[config.mk]
export PLATFORM = sky130hd
export DESIGN_NAME = pwm_multi
export DESIGN_NICKNAME = d
export VERILOG_FILES = /design/src/rtl/pwm_multi.sv
export SDC_FILE = /design/constraint.sdc
export NUM_CORES = 1
export LEC_CHECK = 0
export ABC_CLOCK_PERIOD_IN_PS = 3150
export BUFFER_PORTS_ARGS = -buffer_cell sky130_fd_sc_hd__buf_2
export CAP_MARGIN = 20
export CORE_ASPECT_RATIO = 1.75
export CORE_MARGIN = 2
export CORE_UTILIZATION = 50
export CTS_CLUSTER_DIAMETER = 50
export DETAILED_ROUTE_END_ITERATION = 12
export PLACE_DENSITY_LB_ADDON = 0.12
export SETUP_SLACK_MARGIN = 0.05
export SYNTH_ARGS = -nofsm -noshare
export SYNTH_HDL_FRONTEND = slang
export SYNTH_SLANG_ARGS = --single-unit
[constraint.sdc]
create_clock -name clk -period 3.15 [get_ports clk]
set_input_delay 0.1575 -clock clk [delete_from_list [all_inputs] [get_ports clk]]
set_output_delay 0.1575 -clock clk [all_outputs]
set_load 0.05 [all_outputs]
[src/rtl/pwm_multi.sv]
// rtl/pwm_multi.sv - multi-channel PWM generator with prescaler, period-aligned duty updates and linear fade
module pwm_multi #(
  parameter int CH      = 8,
  parameter int CNT_W   = 8,
  parameter int PRESC_W = 16,
  parameter int CH_W    = 3
) (
  input  logic               clk,
  input  logic               rst_n,
  input  logic [PRESC_W-1:0] presc,
  input  logic               wr_en,
  input  logic [CH_W-1:0]    wr_ch,
  input  logic [CNT_W-1:0]   wr_duty,
  input  logic [CH-1:0]      fade_en,
  output logic [CH-1:0]      pwm_out,
  output logic               period_tick
);

  // cnt runs 0 .. 2^CNT_W-2, so an all-ones duty is never reached and reads as 100%
  localparam logic [CNT_W-1:0] CNT_LAST = {{(CNT_W-1){1'b1}}, 1'b0};

  logic [PRESC_W-1:0] r_pcnt;
  logic [CNT_W-1:0]   r_cnt;
  logic [CNT_W-1:0]   r_shadow [CH];
  logic [CNT_W-1:0]   r_active [CH];
  logic [CH-1:0]      r_pwm;
  logic               r_period_tick;

  logic w_tick;
  logic w_wrap;
  logic w_wr_valid;

  // >= rather than == so that lowering presc below the running count wraps at once
  assign w_tick     = (r_pcnt >= presc);
  assign w_wrap     = w_tick && (r_cnt == CNT_LAST);
  assign w_wr_valid = wr_en && ({1'b0, wr_ch} < (CH_W+1)'(CH));

  always_ff @(posedge clk or negedge rst_n) begin
    if (!rst_n) begin
      r_pcnt        <= '0;
      r_cnt         <= '0;
      r_period_tick <= 1'b0;
    end else begin
      r_pcnt        <= w_tick ? '0 : r_pcnt + PRESC_W'(1);
      r_period_tick <= w_wrap;
      if (w_tick) begin
        r_cnt <= w_wrap ? '0 : r_cnt + CNT_W'(1);
      end
    end
  end

  // Active duty only moves on wrap; a write landing on the wrap cycle is seen one period later
  always_ff @(posedge clk or negedge rst_n) begin
    if (!rst_n) begin
      for (int i = 0; i < CH; i++) begin
        r_shadow[i] <= '0;
        r_active[i] <= '0;
      end
      r_pwm <= '0;
    end else begin
      if (w_wr_valid) begin
        r_shadow[wr_ch] <= wr_duty;
      end
      for (int i = 0; i < CH; i++) begin
        if (w_wrap) begin
          if (!fade_en[i]) begin
            r_active[i] <= r_shadow[i];
          end else if (r_active[i] < r_shadow[i]) begin
            r_active[i] <= r_active[i] + CNT_W'(1);
          end else if (r_active[i] > r_shadow[i]) begin
            r_active[i] <= r_active[i] - CNT_W'(1);
          end
        end
        r_pwm[i] <= (r_cnt < r_active[i]);
      end
    end
  end

  assign pwm_out     = r_pwm;
  assign period_tick = r_period_tick;

endmodule
==> impl_metrics.env, run 1 <==
export IMPL_status="finished clean"
export IMPL_ys_top_cells_by_count="195 x ha_1, 161 x dfrtp_1, 155 x inv_1"
export IMPL_post_synth_top_area_cell="dfrtp_1"
export IMPL_numClockSinks=161
export IMPL_post_route_min_period_ps=3080
export IMPL_clkLatencyLatePin_ps=460
export IMPL_cts_clk_slew_worst_paths_ps=60
export IMPL_cts_max_level=4
export IMPL_post_layout_total_power_uw=6830
export IMPL_worst_ep_required_time_ps=3540
export IMPL_hpwlAfterDp_mm=21.8
export IMPL_gp_routability_congestion=0.838
export IMPL_synth_sequential_area_ratio=0.334
export IMPL_final_area_sq_um=14500
export IMPL_report_final_hold_viol_count=0
export IMPL_synth_enable_flop_cells=0
export IMPL_worst_slew_margin_rel=0.497
export IMPL_vias_per_cell=5.51
export IMPL_ys_dominant_reg_cell="dfrtp_1"
export IMPL_final_max_tran_viols=0
export IMPL_power_density_nw_per_um2=471
export IMPL_grt_pass1_vias=9929
export IMPL_power_ir_vdd_worst_uv=362
export IMPL_net_count_after_synthesis=1581
export IMPL_drt_met1_wl_mm=12.0
export IMPL_tightestPinTransition_ps=755
export IMPL_fp_dieArea_sq_um=25500
export IMPL_drtPass1Iterations=5
export IMPL_grt_use_total=0.244
export IMPL_critPathKind="reg -> reg"
export IMPL_drive_above_1_share=0.200
export IMPL_netlist_area_sq_um=12100
export IMPL_drtAntennaViolNets=0
export IMPL_synthMostInstantiatedCell="ha_1"
export IMPL_grt_antenna_before_repair=0
export IMPL_post_synth_main_area_contributors="dfrtp_1 33%, ha_1 20%, o21ai_0 5.8%"
export IMPL_floorplan_initialDensity=0.507
export IMPL_grt_start_max_net_pins=77
export IMPL_worst_hold_path_type="in -> reg"
export IMPL_die_y_microns=210
export IMPL_syn_avg_cell_area_sq_um=9.01
export IMPL_timing_critical_path_to_type="register"
export IMPL_placement_rows=75
export IMPL_met3RoutedLength_microns=828
export IMPL_yosysUniqueCellTypes=47
export IMPL_synth_top_cell_area_share=0.334
export IMPL_port_buffers=46
export IMPL_tritoncts_num_buffers=17
export IMPL_worstPathMaxFanout=5
export IMPL_fmaxAchievable_mhz=325
export IMPL_global_route_overflow_total=0
export IMPL_timing_critical_path_arrival_ps=3480
export IMPL_die_width_microns=121
export IMPL_layout_core_utilization=0.609
export IMPL_detailroute_via_count=9915
export IMPL_floorplan_io_pins=47
export IMPL_routedWlPerCell_microns=16.9
export IMPL_startpoint_type="register"
export IMPL_nets=1719
export IMPL_placed_cell_area_sq_um=13100
export IMPL_clock_root_buffer="clkbuf_16"
export IMPL_synth_seq_cells=161
export IMPL_diodes=0
export IMPL_cts_tree="built"
export IMPL_rsz0062_at_grt="true"
export IMPL_grt_first_pass_wirelength_mm=48.4
export IMPL_placed_cells_incl_taps=1738
export IMPL_final_setup_fails=0
export IMPL_final_min_period_over_clock_period=0.978
export IMPL_met2_length_mm=16.6
export IMPL_total_leakage_power_uw=0.00690
export IMPL_cts_path_max_buffers=2
export IMPL_synthesis_yosys_warnings=0
export IMPL_detail_route_iter0_violations=280
export IMPL_synthArstFlopShare=1.00
export IMPL_wire_length_after_detailed_routing_mm=30.3
export IMPL_drc_errors=0
export IMPL_finalNonFillerCells=1798
export IMPL_postSynthCellCount=1340
export IMPL_timing_max_cap_violations=0
export IMPL_setup_skew_after_layout_ps=10.8
export IMPL_maxUsedRoutingLayer="met4"
export IMPL_area_growth_syn_to_layout_pct=20.2
export IMPL_core_area_sq_um=23800
==> cells by family after synthesis <==
group	synth area share
compound gates	0.161
xor+xnor	0.0450
fa+ha+maj	0.215
buf+inv	0.0585
flops	0.334
mux	0.0652
simple gates	0.121
==> critical path, stage by stage (launching register included) <==
cell,delay [ps]
dfrtp_1,390
inv_2,100
ha_4,220
a21oi_2,170
o21ai_2,90
a21o_4,250
buf_12,140
ha_4,250
nand3_1,100
o211ai_2,100
nor4_1,330
nor3_1,110
xnor2_1,160
or4b_1,540
nand3_2,70
==> metal layers <==
layer  vias to the layer above  track usage
met5                         -            0
met4                         0       0.0935
li1                       4920            -
met2                       143        0.459
met1                      4801        0.269
met3                        51       0.0389
==> state kept, by name, summed over array words and instances, names as in the netlist <==
register / flops
pwm_out: 8
r_active: 64
r_cnt: 8
period_tick: 1
r_shadow: 64
r_pcnt: 16
==> where the power goes <==
part           total (uW)  switching (uW)  internal [uW]
registers            2460             169           2290
clock network        2340             913           1430
logic                2030            1050            975
total                6830            2140           4690
==> through the flow <==
step | hold WS [ps] | setup WS [ps] | TNS, ps
after detailed placement | 252 | 52.0 | 0
after global routing | 109 | -14.7 | -19.5
after floorplan | -138 | 286 | 0
after global placement | 250 | 122 | 0
after CTS | 73.7 | 51.3 | 0
final | 92.8 | 68.6 | 0
==> placed cells by master, fill, tap and decap left out, types with 25 or more instances in the layout <==
cell type,netlist,final
ha_1,195,170
dfrtp_1,161,157
inv_1,155,148
nand2_1,138,137
o21ai_0,140,134
buf_4,0,99
nor2_1,80,80
a21oi_1,92,72
xnor2_1,49,49
buf_2,10,45
mux2_2,37,37
mux2i_1,37,37
nand3_1,35,33
ha_4,0,25
==> worst paths after layout <==
| kind | start | endpoint | cells after the start | slack [ps] |
|---|---|---|---|---|
| setup reg to reg | r_shadow[51] | r_active[55] | 14 | 70 |
| min in group asynchronous | rst_n | r_pcnt[3] | 2 | 300 |
| hold reg to reg | r_pcnt[0] | r_pcnt[0] | 1 | 500 |
| setup / recovery | r_shadow[51] | r_active[55] | 14 | 70 |
| hold / removal | wr_duty[4] | r_shadow[44] | 3 | 90 |
| max in group asynchronous | rst_n | r_active[43] | 3 | 1990 |
==> what timing repair did <==
action,CTS,global route
hold endpoints to repair,73,0
hold buffers,1,0
endpoints found under the setup margin,0,18
gates resized for setup,0,86
buffers inserted,0,27
==> final cells by class <==
| type | count | area (sq um) |
|---|---|---|
| Clock buffer | 19 | 443 |
| Clock inverter | 12 | 206 |
| Fill cell | 2093 | 9330 |
| Inverter | 155 | 582 |
| Multi-Input combinational cell | 995 | 7830 |
| Sequential cell | 161 | 4030 |
| Tap cell | 308 | 385 |
| Timing Repair Buffer | 148 | 1030 |
No activity file was read; power rests on OpenSTA's default activity.
==> run 2: changes to the inputs <==
Settings changed: CELL_PAD_IN_SITES_DETAIL_PLACEMENT set to 0, CELL_PAD_IN_SITES_GLOBAL_PLACEMENT set to 1, CORE_UTILIZATION 50 to 49.
==> impl_metrics.env, run 2 (same netlist as run 1, synthesis figures left out) <==
export IMPL_worstPathMaxFanout=5
export IMPL_filler_cell_count=2193
export IMPL_internal_power_uw=4300
export IMPL_die_y_microns=212
export IMPL_timing_max_cap_violations=0
export IMPL_port_buffers=46
export IMPL_gr_max_usage_layer="met2"
export IMPL_power_switching_uw=2060
export IMPL_status="finished clean"
export IMPL_clock_root_buffer="clkbuf_16"
export IMPL_post_route_min_period_ps=2960
export IMPL_drive_above_1_share=0.180
export IMPL_tightestPinTransition_ps=898
export IMPL_gp_routability_congestion=0.860
export IMPL_share_comb_of_total_power=0.303
export IMPL_die_width_microns=123
export IMPL_critical_path_cell_chain="ha_1 > and4_1 > a21o_2 > buf_4 > ha_4 > nand3_1 > o211ai_1 > nor4_1 > nor3_1 > xor2_1 > mux2_2 > o311ai_0"
export IMPL_finalNonFillerCells=1787
export IMPL_setup_skew_after_layout_ps=8.15
export IMPL_globalRouteMet3Util=0.0453
export IMPL_drtPass1Iterations=5
export IMPL_seqPwrFrac=0.386
export IMPL_cts_clk_slew_worst_paths_ps=60
export IMPL_critical_path_max_stage_delay_ps=420
export IMPL_placed_cell_area_sq_um=13100
export IMPL_cts_max_level=4
export IMPL_timing_critical_path_arrival_ps=3290
export IMPL_post_layout_total_power_uw=6360
export IMPL_report_final_hold_viol_count=0
export IMPL_worst_r2r_startpoint="r_active[46]"
export IMPL_worstReg2RegEnd="r_active[47]"
export IMPL_rsz0062_at_grt="true"
export IMPL_hpwlAfterDp_mm=22.3
export IMPL_drc_errors=0
export IMPL_grt_use_total=0.246
export IMPL_worst_path_buf_inv=1
export IMPL_layout_cells_most_common="ha_1"
export IMPL_power_ir_vdd_worst_uv=377
export IMPL_detail_route_iter0_violations=346
export IMPL_floorplan_io_pins=47
export IMPL_fmaxAchievable_mhz=338
export IMPL_worst_hold_path_type="in -> reg"
export IMPL_grt_start_max_net_pins=58
export IMPL_timing_reg2reg_setup_slack_ps=190
export IMPL_worst_ep_required_time_ps=3480
export IMPL_global_route_overflow_total=0
export IMPL_core_area_sq_um=24400
export IMPL_grt_first_pass_wirelength_mm=48.7
export IMPL_power_density_nw_per_um2=450
export IMPL_detailroute_via_count=9743
export IMPL_cpLargestDelayFamily="simple AND/OR/NAND/NOR gates"
export IMPL_final_max_tran_viols=0
export IMPL_commonest_non_fill_non_tap_cells_in_the_layout="176 x ha_1, 158 x dfrtp_1, 153 x inv_1"
export IMPL_critPathKind="reg -> reg"
export IMPL_startpoint_type="register"
export IMPL_worst_slew_margin_rel=0.397
export IMPL_layout_core_utilization=0.579
export IMPL_vias_per_cell=5.45
export IMPL_worstSetupPathDepth=12
export IMPL_cts_path_max_buffers=2
export IMPL_clkLatencyLatePin_ps=450
export IMPL_nets=1704
export IMPL_final_area_sq_um=14200
export IMPL_switching_share=0.324
export IMPL_wire_length_after_detailed_routing_mm=30.0
export IMPL_grt_pass1_vias=9698
export IMPL_crit_path_end="r_active[47]"
export IMPL_drtAntennaViolNets=0
export IMPL_critical_path_slowest_cell="dfrtp_1"
export IMPL_numClockSinks=161
export IMPL_globalRouteMet1Util=0.279
export IMPL_launch_point_of_the_critical_path="r_active[46]"
export IMPL_area_growth_syn_to_layout_pct=17.2
export IMPL_cts_tree="built"
export IMPL_ff_latch_area_sq_um=4030
export IMPL_placed_cells_incl_taps=1742
export IMPL_timing_critical_path_to_type="register"
export IMPL_placement_rows=76
export IMPL_total_leakage_power_uw=0.00676
export IMPL_final_min_period_over_clock_period=0.941
export IMPL_grt_antenna_before_repair=0
export IMPL_biggestRegsByFlops="r_active: 64 flops, r_shadow: 64 flops, r_pcnt: 16 flops"
export IMPL_ff2ff_path_depth=12
export IMPL_floorplan_initialDensity=0.494
export IMPL_tritoncts_num_buffers=17
export IMPL_diodes=0
export IMPL_final_setup_fails=0
export IMPL_routedWlPerCell_microns=16.8
export IMPL_multi_input_comb_area_sq_um=7710
export IMPL_fp_dieArea_sq_um=26000
export IMPL_groute_layer_met2_usage=0.451
export IMPL_pwr_share_clk=0.311
[run 2: cell count changes in the layout (fill, tap and decap cells not counted), sizes merged]
| cell | before | now |
|---|---|---|
| or2 | 6 | 5 |
| clkinv | 4 | 5 |
| bufinv | 5 | 1 |
| clkinvlp | 1 | 4 |
| clkbuf | 19 | 21 |
| buf | 147 | 133 |
| inv | 157 | 155 |
[run 2: worst min path at each step]
stage | from | end | cells past startpoint
after floorplan | rst_n | period_tick | 0
after global routing | wr_duty[4] | r_shadow[44] | 3
after CTS | wr_duty[4] | r_shadow[60] | 3
after detailed placement | rst_n | r_pcnt[0] | 1
after global placement | rst_n | r_pcnt[4] | 1
final | wr_duty[4] | r_shadow[44] | 3
[run 2: per-stage QoR]
step           setup slack (ps)  TNS [ps]  hold WS (ps)
3_5_place_dp               57.9         0           192
6_report                    187         0           114
5_1_grt                   -24.4     -24.4           104
4_1_cts                    50.6         0          96.9
2_1_floorplan               286         0          -138
3_3_place_gp               74.9         0           185
[run 2: area by class of cell]
class	count	area share
sequential	161	0.285
multi-input combinational	994	0.545
timing repair buffer	134	0.0636
tap	312	0.0276
inverter	155	0.0411
clock inverter	10	0.00628
clock buffer	21	0.0318
[run 2: power groups by stage]
stage	logic [uW]	clock network [uW]	registers, uW
2_1_floorplan	1330	0	2440
3_3_place_gp	1730	0	2490
3_5_place_dp	1750	0	2490
4_1_cts	1770	2030	2450
5_1_grt	2200	2120	2480
6_report	1930	1980	2460
[run 2: tightest hold or removal path: cells and delay by family]
family	cells	cell delay, ps
AO/OA/AOI/OAI	1	70
AND/OR/NAND/NOR	1	80
buffers and inverters	1	210
[run 2: timing repair]
item,in CTS,in global routing
pin swaps,0,27
buffers inserted,0,13
cloned,0,0
resized for setup,1,69
endpoints found under the setup margin,1,18
hold buffers,1,0
hold endpoints to repair,52,0
[run 2: layer usage]
layer / wire (microns) / vias to the layer above / part of all wire
met1: 12400 / 4693 / 0.41
met5: 0 / - / 0
met3: 813 / 56 / 0.027
li1: - / 4884 / -
met2: 15900 / 110 / 0.53
met4: 906 / 0 / 0.030
